### config.mk
export PLATFORM = sky130hd
export DESIGN_NAME = npu_requant_flat
export DESIGN_NICKNAME = d
export VERILOG_FILES = /design/src/rtl/npu_requant_if.sv /design/src/rtl/npu_requant.sv /design/src/flat_wrapper.sv
export SDC_FILE = /design/constraint.sdc
export NUM_CORES = 2
export LEC_CHECK = 0
export ABC_AREA = 1
export ABC_CLOCK_PERIOD_IN_PS = 18500
export CAP_MARGIN = 30
export CORE_MARGIN = 5
export CORE_UTILIZATION = 30
export DETAILED_ROUTE_END_ITERATION = 10
export HOLD_SLACK_MARGIN = 0.08
export SLEW_MARGIN = 10
export SYNTH_ARGS = -nofsm -noshare
export SYNTH_HDL_FRONTEND = slang
export SYNTH_SLANG_ARGS = --single-unit
### constraint.sdc
create_clock -name clk -period 18.5 [get_ports clk]
set_clock_uncertainty 0.05 [all_clocks]
set_input_delay 4.625 -clock clk [delete_from_list [all_inputs] [get_ports clk]]
set_output_delay 4.625 -clock clk [all_outputs]
set_load 0.05 [all_outputs]
### src/rtl/npu_requant_if.sv
// rtl/npu_requant_if.sv - valid/ready input and packed-output bundle for npu_requant
interface npu_requant_if #(
   parameter int ACC_W = 32
);
   logic             in_valid;
   logic             in_ready;
   logic [ACC_W-1:0] in_acc;
   logic             in_last;
   logic             out_valid;
   logic             out_ready;
   logic [31:0]      out_data;
   logic [3:0]       out_keep;
   logic             out_last;

   modport slave (
      input  in_valid, in_acc, in_last, out_ready,
      output in_ready, out_valid, out_data, out_keep, out_last
   );

   modport master (
      output in_valid, in_acc, in_last, out_ready,
      input  in_ready, out_valid, out_data, out_keep, out_last
   );
endinterface

### src/rtl/npu_requant.sv
// rtl/npu_requant.sv - INT32 accumulator to INT8 requantizer with bias, scale,
// rounding shift, ReLU, zero point, saturation and 4-byte word packing
module npu_requant #(
   parameter int ACC_W   = 32,
   parameter int MULT_W  = 16,
   parameter int SHIFT_W = 5
) (
   input  logic                      clk,
   input  logic                      rst_n,
   npu_requant_if.slave              bus,
   input  logic signed [31:0]        i_cfg_bias,
   input  logic        [MULT_W-1:0]  i_cfg_mult,
   input  logic        [SHIFT_W-1:0] i_cfg_shift,
   input  logic signed [7:0]         i_cfg_zp,
   input  logic                      i_cfg_relu,
   output logic                      o_busy
);
   localparam int SUM_W  = ((ACC_W > 32) ? ACC_W : 32) + 1;
   localparam int PROD_W = SUM_W + MULT_W + 1;
   localparam logic signed [PROD_W-1:0] C_MAX8 = PROD_W'(127);
   localparam logic signed [PROD_W-1:0] C_MIN8 = PROD_W'(-128);

   logic                     w_adv;
   logic signed [SUM_W-1:0]  w_sum;
   logic signed [PROD_W-1:0] w_sum_x;
   logic signed [PROD_W-1:0] w_mult_x;
   logic signed [PROD_W-1:0] w_prod;
   logic signed [PROD_W-1:0] w_half;
   logic signed [PROD_W-1:0] w_rnd;
   logic signed [PROD_W-1:0] w_y;
   logic signed [PROD_W-1:0] w_zp_x;
   logic signed [PROD_W-1:0] w_z;
   logic        [7:0]        w_byte;
   logic                     w_flush;
   logic        [31:0]       w_word;
   logic        [3:0]        w_keep;

   logic                     r_s1_vld;
   logic                     r_s1_last;
   logic signed [SUM_W-1:0]  r_s1_sum;
   logic                     r_s2_vld;
   logic                     r_s2_last;
   logic signed [PROD_W-1:0] r_s2_prod;
   logic                     r_s3_vld;
   logic                     r_s3_last;
   logic        [7:0]        r_s3_byte;
   logic        [23:0]       r_hold;
   logic        [1:0]        r_cnt;
   logic                     r_out_valid;
   logic        [31:0]       r_out_data;
   logic        [3:0]        r_out_keep;
   logic                     r_out_last;

   // A held, unaccepted word freezes the whole pipeline including the input side.
   assign w_adv        = !(r_out_valid && !bus.out_ready);
   assign bus.in_ready = w_adv;

   assign w_sum    = {{(SUM_W-ACC_W){bus.in_acc[ACC_W-1]}}, bus.in_acc}
                   + {{(SUM_W-32){i_cfg_bias[31]}}, i_cfg_bias};
   assign w_sum_x  = {{(PROD_W-SUM_W){r_s1_sum[SUM_W-1]}}, r_s1_sum};
   assign w_mult_x = {{(PROD_W-MULT_W){1'b0}}, i_cfg_mult};
   assign w_prod   = w_sum_x * w_mult_x;

   // With shift = 0 the half-LSB term is zero and the shift is a no-op.
   always_comb begin
      w_half = '0;
      if (i_cfg_shift != '0) begin
         w_half[i_cfg_shift - 1'b1] = 1'b1;
      end
   end

   assign w_rnd  = (r_s2_prod + w_half) >>> i_cfg_shift;
   assign w_y    = (i_cfg_relu && w_rnd[PROD_W-1]) ? '0 : w_rnd;
   assign w_zp_x = {{(PROD_W-8){i_cfg_zp[7]}}, i_cfg_zp};
   assign w_z    = w_y + w_zp_x;

   always_comb begin
      w_byte = w_z[7:0];
      if (w_z > C_MAX8) begin
         w_byte = 8'h7F;
      end else if (w_z < C_MIN8) begin
         w_byte = 8'h80;
      end
   end

   always_ff @(posedge clk or negedge rst_n) begin
      if (!rst_n) begin
         r_s1_vld  <= 1'b0;
         r_s1_last <= 1'b0;
         r_s1_sum  <= '0;
         r_s2_vld  <= 1'b0;
         r_s2_last <= 1'b0;
         r_s2_prod <= '0;
         r_s3_vld  <= 1'b0;
         r_s3_last <= 1'b0;
         r_s3_byte <= '0;
      end else if (w_adv) begin
         r_s1_vld  <= bus.in_valid;
         r_s1_last <= bus.in_last;
         r_s1_sum  <= w_sum;
         r_s2_vld  <= r_s1_vld;
         r_s2_last <= r_s1_last;
         r_s2_prod <= w_prod;
         r_s3_vld  <= r_s2_vld;
         r_s3_last <= r_s2_last;
         r_s3_byte <= w_byte;
      end
   end

   assign w_flush = (r_cnt == 2'd3) || r_s3_last;

   // Lanes above the incoming byte stay zero in a partial word.
   always_comb begin
      w_word = 32'h0;
      w_keep = 4'h0;
      case (r_cnt)
         2'd0: begin
            w_word = {24'h0, r_s3_byte};
            w_keep = 4'b0001;
         end
         2'd1: begin
            w_word = {16'h0, r_s3_byte, r_hold[7:0]};
            w_keep = 4'b0011;
         end
         2'd2: begin
            w_word = {8'h0, r_s3_byte, r_hold[15:0]};
            w_keep = 4'b0111;
         end
         default: begin
            w_word = {r_s3_byte, r_hold};
            w_keep = 4'b1111;
         end
      endcase
   end

   always_ff @(posedge clk or negedge rst_n) begin
      if (!rst_n) begin
         r_hold      <= '0;
         r_cnt       <= '0;
         r_out_valid <= 1'b0;
         r_out_data  <= '0;
         r_out_keep  <= '0;
         r_out_last  <= 1'b0;
      end else if (w_adv) begin
         r_out_valid <= 1'b0;
         if (r_s3_vld) begin
            if (w_flush) begin
               r_out_valid <= 1'b1;
               r_out_data  <= w_word;
               r_out_keep  <= w_keep;
               r_out_last  <= r_s3_last;
               r_hold      <= '0;
               r_cnt       <= '0;
            end else begin
               case (r_cnt)
                  2'd0:    r_hold[7:0]   <= r_s3_byte;
                  2'd1:    r_hold[15:8]  <= r_s3_byte;
                  default: r_hold[23:16] <= r_s3_byte;
               endcase
               r_cnt <= r_cnt + 2'd1;
            end
         end
      end
   end

   assign bus.out_valid = r_out_valid;
   assign bus.out_data  = r_out_data;
   assign bus.out_keep  = r_out_keep;
   assign bus.out_last  = r_out_last;

   assign o_busy = r_s1_vld || r_s2_vld || r_s3_vld || (r_cnt != 2'd0) || r_out_valid;
endmodule

### src/flat_wrapper.sv
// flat-port wrapper written by rule: the top's interface ports become plain ports
module npu_requant_flat 
#(
   parameter int ACC_W   = 32,
   parameter int MULT_W  = 16,
   parameter int SHIFT_W = 5
)
  (clk, rst_n, i_cfg_bias, i_cfg_mult, i_cfg_shift, i_cfg_zp, i_cfg_relu, o_busy, bus_in_valid, bus_in_acc, bus_in_last, bus_out_ready, bus_in_ready, bus_out_valid, bus_out_data, bus_out_keep, bus_out_last);
  npu_requant_if #(.ACC_W(ACC_W)) bus_i ();
  input  logic clk;
  input  logic rst_n;
  input  logic signed [31:0] i_cfg_bias;
  input  logic        [MULT_W-1:0] i_cfg_mult;
  input  logic        [SHIFT_W-1:0] i_cfg_shift;
  input  logic signed [7:0] i_cfg_zp;
  input  logic i_cfg_relu;
  output logic o_busy;
  input wire logic [$bits(bus_i.in_valid)-1:0] bus_in_valid;
  input wire logic [$bits(bus_i.in_acc)-1:0] bus_in_acc;
  input wire logic [$bits(bus_i.in_last)-1:0] bus_in_last;
  input wire logic [$bits(bus_i.out_ready)-1:0] bus_out_ready;
  output wire logic [$bits(bus_i.in_ready)-1:0] bus_in_ready;
  output wire logic [$bits(bus_i.out_valid)-1:0] bus_out_valid;
  output wire logic [$bits(bus_i.out_data)-1:0] bus_out_data;
  output wire logic [$bits(bus_i.out_keep)-1:0] bus_out_keep;
  output wire logic [$bits(bus_i.out_last)-1:0] bus_out_last;
  assign bus_i.in_valid = bus_in_valid;
  assign bus_i.in_acc = bus_in_acc;
  assign bus_i.in_last = bus_in_last;
  assign bus_i.out_ready = bus_out_ready;
  assign bus_in_ready = bus_i.in_ready;
  assign bus_out_valid = bus_i.out_valid;
  assign bus_out_data = bus_i.out_data;
  assign bus_out_keep = bus_i.out_keep;
  assign bus_out_last = bus_i.out_last;
  npu_requant #(.ACC_W(ACC_W), .MULT_W(MULT_W), .SHIFT_W(SHIFT_W)) u_core (.clk(clk), .rst_n(rst_n), .bus(bus_i), .i_cfg_bias(i_cfg_bias), .i_cfg_mult(i_cfg_mult), .i_cfg_shift(i_cfg_shift), .i_cfg_zp(i_cfg_zp), .i_cfg_relu(i_cfg_relu), .o_busy(o_busy));
endmodule
==> out/results.ini <==
[global_routing]
grt_usage_pct=19.66
antenna_found_initial=3
overflow=0
grt_start_max_net_pins=70
grt_pass1_vias=36098
grt_pass1_wl_um=207000

[run]
max_cap_viol_count=0

[route]
route.met2.wl_um=60330
first_pass_iters=8
routed_wl_um=129900
top_layer=met4
routed-via-count=36270
wl_met3_um=7220
wirelength_met1_um=59590
drtIter0Drc=3513
drc=0
routedWlPerCell_um=17.81
vias_per_cell=4.975
antenna_left=0

[clock_tree]
cts_setup_buffers=0
clk_latency_ns=0.50
holdBufCountCts=0
cts_tree=yes
clk_pin_slew_ns=0.09
cts_root_buf=clkbuf_16
cts_buffers=17
cts_resized=0
cts_max_level=4
cts_buffer_depth=2
cts_sinks=161

[layout]
finalNetCount=6467
fill_cells=13754
utilization_pct=32.86
layout-drive-gt1-share_pct=3.601
area_delta_synth_final_pct=9.234

[timing]
rsz0062_at_grt=false
setup_viol=0
timing.fmax_mhz=80.59
timing.slew.headroom_pct=34.72
min_period_ns=12.41
timing.final.crit_share_pct=67.07
maxSlewViolCount=0
hold_viol=0
tightestPinTransition_ns=0.9793
final.setup.tns_ns=0

[synth]
synth_edf_count=0
async_flop_share_pct=100.0
ys.flop_type=dfrtp_1
synth.area.top_cells=fa_1 27%, nand2_1 16%, inv_1 12%
syn_inst=5653
yosys_warnings=0
synth_top_area_share_pct=26.89
synth_top_area_cell=fa_1
ys_seq_elements=161
seq_area_frac_synth_pct=10.69
synthDistinctLibCells=57
syn_area_um2=37670
syn-num-nets=6495
postSynthAreaPerCell_um2=6.664

[worst_setup_path]
cp.required_ns=18.87
arrival_ns=12.78
worstSetupStartpointType=input port
critPathMaxFanout=48
slowest_stage=a21oi_1
slowest_delay_ns=0.47
cp-end-kind=register
worstSetupPathType=in2reg
worst_path_most_repeated_cell=nand2_1

[floorplan]
die_w_um=364.4
pin_count=139
die_h_um=364.4
num_rows=130
coreArea_um2=125200
initial_core_util_pct=30.08
die_area_um2=132800

[place]
place.gp.congestion=0.9795
port-buffer-count=138
hpwl_um=108100

[status]
status=complete, no violations

[hold_path]
min_path_type=reg2reg

-- cell usage after synthesis, types with 16 or more instances --
cell type / instances
nor2_2: 16
nor3_1: 32
or2_2: 45
inv_1: 1183
nor2_1: 371
buf_1: 32
nand3_1: 477
a21oi_1: 224
dfrtp_1: 161
nand4_1: 57
xor2_1: 29
ha_1: 237
nand2_2: 26
o21ai_0: 229
clkbuf_1: 177
xnor2_1: 38
nand2_1: 1583
fa_1: 506
a31oi_1: 52
-- metrics by stage --
| step | hold slack, ns | setup WS (ns) | area, um2 | instances |
|---|---|---|---|---|
| floorplan | 0.3922 | 8.073 | 37670 | 5653 |
| global placement | 0.4066 | 5.547 | 40500 | 7255 |
| detailed placement | 0.4116 | 5.631 | 40520 | 7256 |
| CTS | 0.4289 | 6.165 | 41140 | 7288 |
| global route | 0.4473 | 5.364 | 41150 | 7289 |
| finish | 0.4220 | 6.092 | 41150 | 7290 |
-- routing by layer --
layer  track usage [%]  vias up
li1                  -    17240
met1             27.54    17707
met2             32.89     1174
met3             2.077      149
met4             4.278        0
met5                 0        -
-- worst max-delay path, delay by kind of cell --
| family | cells | cell delay [ns] |
|---|---|---|
| and+or+nand+nor | 32 | 4.13 |
| buffers and inverters | 9 | 1.50 |
| AOI/OAI and AO/OA | 4 | 1.05 |
| adders and majority gates | 3 | 0.94 |
| muxes | 1 | 0.25 |
| xor gates and xnor gates | 1 | 0.22 |
-- final timing paths --
path / from / to / slack (ns) / cells past startpoint
max in group asynchronous: rst_n / u_core.r_s2_prod[44]$_DFFE_PN0N_ / 12.45 / 3
setup reg to reg: u_core.r_s1_sum[10]$_DFFE_PN0N_ / u_core.r_s2_prod[47]$_DFFE_PN0N_ / 11.44 / 23
setup / recovery: i_cfg_shift[0] / u_core.r_s3_byte[2]$_DFFE_PN0N_ / 6.09 / 50
hold / removal: u_core.bus.out_keep[0]$_DFFE_PN0P_ / u_core.bus.out_keep[0]$_DFFE_PN0P_ / 0.42 / 1
hold reg to reg: u_core.bus.out_keep[0]$_DFFE_PN0P_ / u_core.bus.out_keep[0]$_DFFE_PN0P_ / 0.42 / 1
min in group asynchronous: rst_n / u_core.r_s1_sum[5]$_DFFE_PN0N_ / 4.01 / 1
-- cell families (layout without fill, tap and decap cells) --
family | count (synthesis) | after routing | synth area share (%)
buf+inv | 1412 | 1397 | 14.13
mux | 12 | 12 | 0.3454
flops | 161 | 161 | 10.69
compound gates | 602 | 602 | 8.851
xor+xnor | 67 | 67 | 1.558
simple gates | 2655 | 2655 | 29.65
fa+ha+maj | 743 | 743 | 34.76
other cells | 1 | 3 | 0.009955
-- sequential cells by signal, summed over array words and instances, names as in the netlist, 2 cells and up --
register,count
u_core.r_s3_byte,8
u_core.bus.out_keep,4
u_core.r_hold,24
u_core.r_s2_prod,50
u_core.bus.out_data,32
u_core.r_s1_sum,33
u_core.r_cnt,2
-- final cells by class --
| cell class | instances | area, um2 | share of cell area, % |
|---|---|---|---|
| sequential | 161 | 4029 | 9.791 |
| tap | 1650 | 2064 | 5.017 |
| clock buffer | 17 | 425.4 | 1.034 |
| inverter | 1196 | 4491 | 10.91 |
| multi-input combinational | 4080 | 28330 | 68.84 |
| clock inverter | 15 | 198.9 | 0.4835 |
| timing repair buffer | 169 | 1608 | 3.907 |
| antenna | 2 | 5.005 | 0.01216 |
-- cells in the final DEF, fill, tap and decap left out, types with 10 or more instances in the layout --
| master | netlist | routed |
|---|---|---|
| o21ai_0 | 229 | 229 |
| inv_1 | 1183 | 1182 |
| a21oi_1 | 224 | 224 |
| inv_2 | 10 | 10 |
| fa_1 | 506 | 506 |
| a21o_1 | 11 | 11 |
| nand2_1 | 1583 | 1583 |
| nor2_1 | 371 | 370 |
| o31ai_1 | 10 | 10 |
| nand4_1 | 57 | 57 |
| or2_2 | 45 | 45 |
| clkbuf_16 | 0 | 17 |
| clkdlybuf4s50_1 | 0 | 133 |
| dfrtp_1 | 161 | 161 |
| xnor2_1 | 38 | 38 |
| buf_4 | 0 | 30 |
| nor2_2 | 16 | 16 |
| ha_1 | 237 | 237 |
| nand3b_1 | 12 | 12 |
| nor3_1 | 32 | 32 |
| a31oi_1 | 52 | 52 |
| nand3_1 | 477 | 477 |
| nand2_2 | 26 | 26 |
| o21ai_1 | 12 | 12 |
| xor2_1 | 29 | 29 |
Power is not shown: default switching activity piles up to over one toggle a cycle in this logic, so the estimate is an artifact.
